<file path="config.mk">
export PLATFORM = sky130hd
export DESIGN_NAME = mealy_machine
export DESIGN_NICKNAME = d
export VERILOG_FILES = /design/src/rtl/vending_pkg.sv /design/src/rtl/mealy_machine.sv
export SDC_FILE = /design/constraint.sdc
export NUM_CORES = 1
export LEC_CHECK = 0
export CAP_MARGIN = 10
export CORE_AREA = 2 2 39 41
export DETAILED_ROUTE_END_ITERATION = 6
export DIE_AREA = 0 0 41 43
export PLACE_DENSITY = 0.59
export SYNTH_ARGS = -nofsm -noshare
export SYNTH_HDL_FRONTEND = slang
export SYNTH_SLANG_ARGS = --single-unit
</file>
<file path="constraint.sdc">
create_clock -name clock -period 4.1 [get_ports clock]
set_clock_uncertainty 0.05 [all_clocks]
set_input_delay 1.23 -clock clock [delete_from_list [all_inputs] [get_ports clock]]
set_output_delay 1.23 -clock clock [all_outputs]
set_load 0.01 [all_outputs]
</file>
<file path="src/rtl/vending_pkg.sv">
// Shared types and constants for the coin-operated vending controller.
package vending_pkg;

    // Width used for credit, coin values and their sum (max 20 + 25 = 45).
    localparam int unsigned CREDIT_W = 6;

    localparam logic [CREDIT_W-1:0] PRICE  = 6'd25;
    localparam logic [CREDIT_W-1:0] COIN5  = 6'd5;
    localparam logic [CREDIT_W-1:0] COIN10 = 6'd10;
    localparam logic [CREDIT_W-1:0] COIN25 = 6'd25;

    // Each state encodes the credit currently held; credit never rests at or above PRICE.
    typedef enum logic [2:0] {
        S0  = 3'd0,
        S5  = 3'd1,
        S10 = 3'd2,
        S15 = 3'd3,
        S20 = 3'd4
    } state_t;

    // Value of the coin inserted this cycle; the highest coin wins and the rest are dropped.
    function automatic logic [CREDIT_W-1:0] coin_value(
        input logic five,
        input logic ten,
        input logic twenty_five
    );
        logic [CREDIT_W-1:0] value;
        value = '0;
        if (twenty_five) begin
            value = COIN25;
        end else if (ten) begin
            value = COIN10;
        end else if (five) begin
            value = COIN5;
        end
        return value;
    endfunction

    // Maps a sub-price credit amount back to its state; anything else lands in S0.
    function automatic state_t state_of_credit(input logic [CREDIT_W-1:0] credit);
        state_t st;
        unique case (credit)
            6'd0:    st = S0;
            6'd5:    st = S5;
            6'd10:   st = S10;
            6'd15:   st = S15;
            6'd20:   st = S20;
            default: st = S0;
        endcase
        return st;
    endfunction

endpackage

</file>
<file path="src/rtl/mealy_machine.sv">
// Mealy vending controller: accumulates 5/10/25 kurus coins and strobes theProduct
// in the same cycle the credit reaches the 25 kurus price. Overpayment is discarded.
module mealy_machine
    import vending_pkg::*;
(
    input  logic clock,
    input  logic reset,
    input  logic fiveKurus,
    input  logic tenKurus,
    input  logic twentyFiveKurus,
    output logic theProduct
);

    state_t              state_q;
    state_t              state_d;
    logic [CREDIT_W-1:0] credit;
    logic [CREDIT_W-1:0] coin;
    logic [CREDIT_W-1:0] sum;
    logic                state_legal;

    // State register with synchronous active-high reset.
    always_ff @(posedge clock) begin
        if (reset) begin
            state_q <= S0;
        end else begin
            state_q <= state_d;
        end
    end

    // Next-state and Mealy output: vend on sum >= PRICE, otherwise store the new credit.
    always_comb begin
        state_d     = S0;
        theProduct  = 1'b0;
        credit      = '0;
        state_legal = 1'b1;
        coin        = coin_value(fiveKurus, tenKurus, twentyFiveKurus);

        case (state_q)
            S0:      credit = 6'd0;
            S5:      credit = 6'd5;
            S10:     credit = 6'd10;
            S15:     credit = 6'd15;
            S20:     credit = 6'd20;
            default: state_legal = 1'b0;
        endcase

        sum = credit + coin;

        if (reset || !state_legal) begin
            // Reset and unused encodings both return to S0 without vending.
            state_d    = S0;
            theProduct = 1'b0;
        end else if (sum >= PRICE) begin
            state_d    = S0;
            theProduct = 1'b1;
        end else begin
            state_d    = state_of_credit(sum);
            theProduct = 1'b0;
        end
    end

endmodule

</file>
==> reports/qor.yml, run 1 <==
outcome: "complete, but fails checks"
violations: "negative setup slack"
cts_root_buf: "clkbuf_4"
grt_pass1_vias: 539
p_clk_share_pct: 36.9
holdBufCountCts: 0
setup-violations-final: 1
hold_path.class: "reg2reg"
clk_pin_slew_ns: 0.04
drt_first_pass_iters: 1
syn-num-nets: 65
cts_sinks: 3
synth.yosys.seq_area_share_pct: 13.3
slowest_stage: "or3_4"
m1WireLength_um: 499
yosys.area.top_type: "ha_1"
fin_ws_ns: -0.282
dp.cells: 96
worstPathMaxFanout: 3
start_util_pct: 32.6
path_buf_inv: 3
netlist_area_um2: 452
highest_layer: "met3"
utilization_pct: 57.5
cap_violations: 0
htreeDepth: 1
grt_pass1_wl_um: 2120
crit-reg2reg-launch: "state_q[0]"
max_freq_mhz: 228
seqPwrFrac_pct: 22.5
area_growth_pct: 76.2
final_net_count: 98
antenna_found_initial: 0
cp-end-kind: "output port"
dr_total_vias: 491
vias_per_cell: 4.81
cts_tree: "done"
final_layout_size_suffix_gt1_share_pct: 55.8
rrSetupSlack_ns: 1.57
gp_congestion: 0.815
rsz0062_at_grt: "true"
critPathKind: "in2out"
power_density_nw_per_um2: 168
vdd_drop_max_mv: 0.0622
crit_start: "tenKurus"
first_iter_violations: 0
reg2reg_depth: 10
maxSlewViolCount: 0
arrival_ns: 3.10
hold_slack_ns: 0.813
dp_hpwl_um: 879
yosys-top-cells-count: "ha_1, xnor2_1"
largestRegisters: "state_q x3"
drc: 0
die_h_um: 43
io_pins: 6
hold_violations: 0
tightest_slew_ns: 0.312
cp.depth: 12
fillers: 130
synthCells: 54
regMostFlops: "state_q"
io_buffer_count: 5
post-place-ws_ns: -1.11
clock_latency_ns: 0.22
track_usage_pct: 17.3
core_area_um2: 1380
async_reset_ff_share_pct: 0
max_stage_delay_ns: 0.36
leakagePower_nw: 0.361
synth_seq_cells: 3
yosysMostFrequentCell: "ha_1"
synth_area_leaders: "ha_1, dfxtp_1, xnor2_1"
worstSetupEndpoint: "theProduct"
largest_register_ffs: 3
fin_crit_sh_pct: 107
met2_length_um: 665
power.total_mw: 0.133
r2r-end: "state_q[2]"
syn_avg_cell_area_um2: 8.36
synthFlopType: "dfxtp_1"
pwr-share-comb_pct: 40.7
min_period_ns: 4.38
p_int_mw: 0.0970
die_area_um2: 1760
crit_family: "simple AND/OR/NAND/NOR gates"
crit_path_start_kind: "input port"
critPathRequiredTime_ns: 2.82
met3_length_um: 7
cts_buffer_depth: 2
row_count: 14
detail-route-antenna-nets: 0
crit_chain: "buf_6 -> nand2b_4 -> nand2b_4 -> ha_4 -> inv_2 -> fa_2 -> and2b_1 -> o22ai_2 -> xor2_2 -> or3_4 -> o22ai_4 -> buf_6"
drt_wl_total_um: 1170
diodes: 0
wire_per_inst_um: 11.5
grt_max_degree: 5
cts_buffers: 3
finalNonFillerCells: 102
netlist.area_leader.share_pct: 13.9
synth_edf_count: 0
die_w_um: 41
switching_share_pct: 27.2
max-slew-margin-rel_pct: 79.1
power.switching_mw: 0.0363
ys_types: 29
grt_overflow: 0
ys_warn_count: 0
[cells by family after synthesis]
| logic type | Yosys count | share of synthesized area, % |
|---|---|---|
| buffers and inverters | 3 | 2.49 |
| adder cells (fa/ha/maj) | 6 | 18.3 |
| AND/OR/NAND/NOR | 24 | 33.5 |
| XOR/XNOR | 6 | 11.6 |
| flip-flops | 3 | 13.3 |
| AO/OA/AOI/OAI | 11 | 18.3 |
| multiplexers | 1 | 2.49 |
[per-layer routing]
metal | vias to the layer above | track usage (%)
met5 | - | 0
met3 | 0 | 0
met2 | 2 | 31.3
met1 | 229 | 20.3
li1 | 260 | -
met4 | 0 | 6.00
[cells in the final DEF, fill, tap and decap left out, types with 2 or more instances in the layout]
master    count
nand2b_4      2
buf_6         3
a21oi_1       2
ha_1          3
buf_4        23
nor2b_1       3
nor2_1        3
dfxtp_1       3
or2_2         3
inv_1         2
xnor2_1       4
clkbuf_4      3
nand2_1       2
o21a_1        2
[how the worst min path moves through the flow]
stage                     startpoint    endpoint  slack, ns  cells past startpoint
final                     state_q[0]  state_q[0]       0.81                      5
after floorplan           state_q[0]  state_q[1]       0.60                      4
after detailed placement  state_q[0]  state_q[1]       0.78                      5
after global routing      state_q[0]  state_q[1]       0.88                      5
after global placement    state_q[0]  state_q[0]       0.78                      5
after CTS                 state_q[0]  state_q[1]       0.79                      5
[worst reg2reg max path: cells and delay by family, from the launching register on]
kind,cells,cell delay (ns)
compound gates,1,0.10
xor+xnor,1,0.16
fa+ha+maj,2,0.51
buf+inv,2,0.17
flops,1,0.34
simple gates,4,1.10
[layout make-up]
class                           count  area [um^2]  share of cell area [%]
Clock buffer                        4         26.3                    3.30
Sequential cell                     3         60.1                    7.55
Multi-Input combinational cell     48          457                    57.4
Inverter                            3         11.3                    1.42
Timing Repair Buffer               28          221                    27.8
Tap cell                           16         20.0                    2.52
[stage by stage]
step,TNS [ns],instance area [um^2]
CTS,-0.380,768
finish,-0.282,796
detailed placement,-1.11,696
global placement,-1.06,696
floorplan,-0.0797,468
global route,-0.369,796
[what timing repair did]
action,4_1_cts,5_1_grt
endpoints found under the hold margin,0,0
gates resized for setup,26,5
buffers inserted,2,0
setup endpoints to repair,1,1
pin swaps,6,5
[power by group through the flow]
stage	combinational, mW	clock [mW]	sequential, mW
6_report	0.0542	0.0492	0.0299
5_1_grt	0.0595	0.0519	0.0300
4_1_cts	0.0510	0.0510	0.0299
3_5_place_dp	0.0480	0	0.0304
3_3_place_gp	0.0476	0	0.0304
2_1_floorplan	0.0256	0	0.0303
(Power assumes the default switching activity.)
==> run 2, diff against run 1 <==
--- a/config.mk
+++ b/config.mk
@@ -7,6 +7,7 @@
 export LEC_CHECK = 0
 export CAP_MARGIN = 10
 export CORE_AREA = 2 2 39 41
+export CTS_CLUSTER_DIAMETER = 100
 export DETAILED_ROUTE_END_ITERATION = 6
 export DIE_AREA = 0 0 41 43
 export PLACE_DENSITY = 0.59
==> results of run 2 <==
Same layout as run 1: the final DEF is identical, and so are final timing and power.
==> run 3, diff against run 2 <==
--- a/config.mk
+++ b/config.mk
@@ -11,6 +11,7 @@
 export DETAILED_ROUTE_END_ITERATION = 6
 export DIE_AREA = 0 0 41 43
 export PLACE_DENSITY = 0.59
+export SLEW_MARGIN = 15
 export SYNTH_ARGS = -nofsm -noshare
 export SYNTH_HDL_FRONTEND = slang
 export SYNTH_SLANG_ARGS = --single-unit
==> results of run 3 <==
Same layout as run 1: the final DEF is identical, and so are final timing and power.
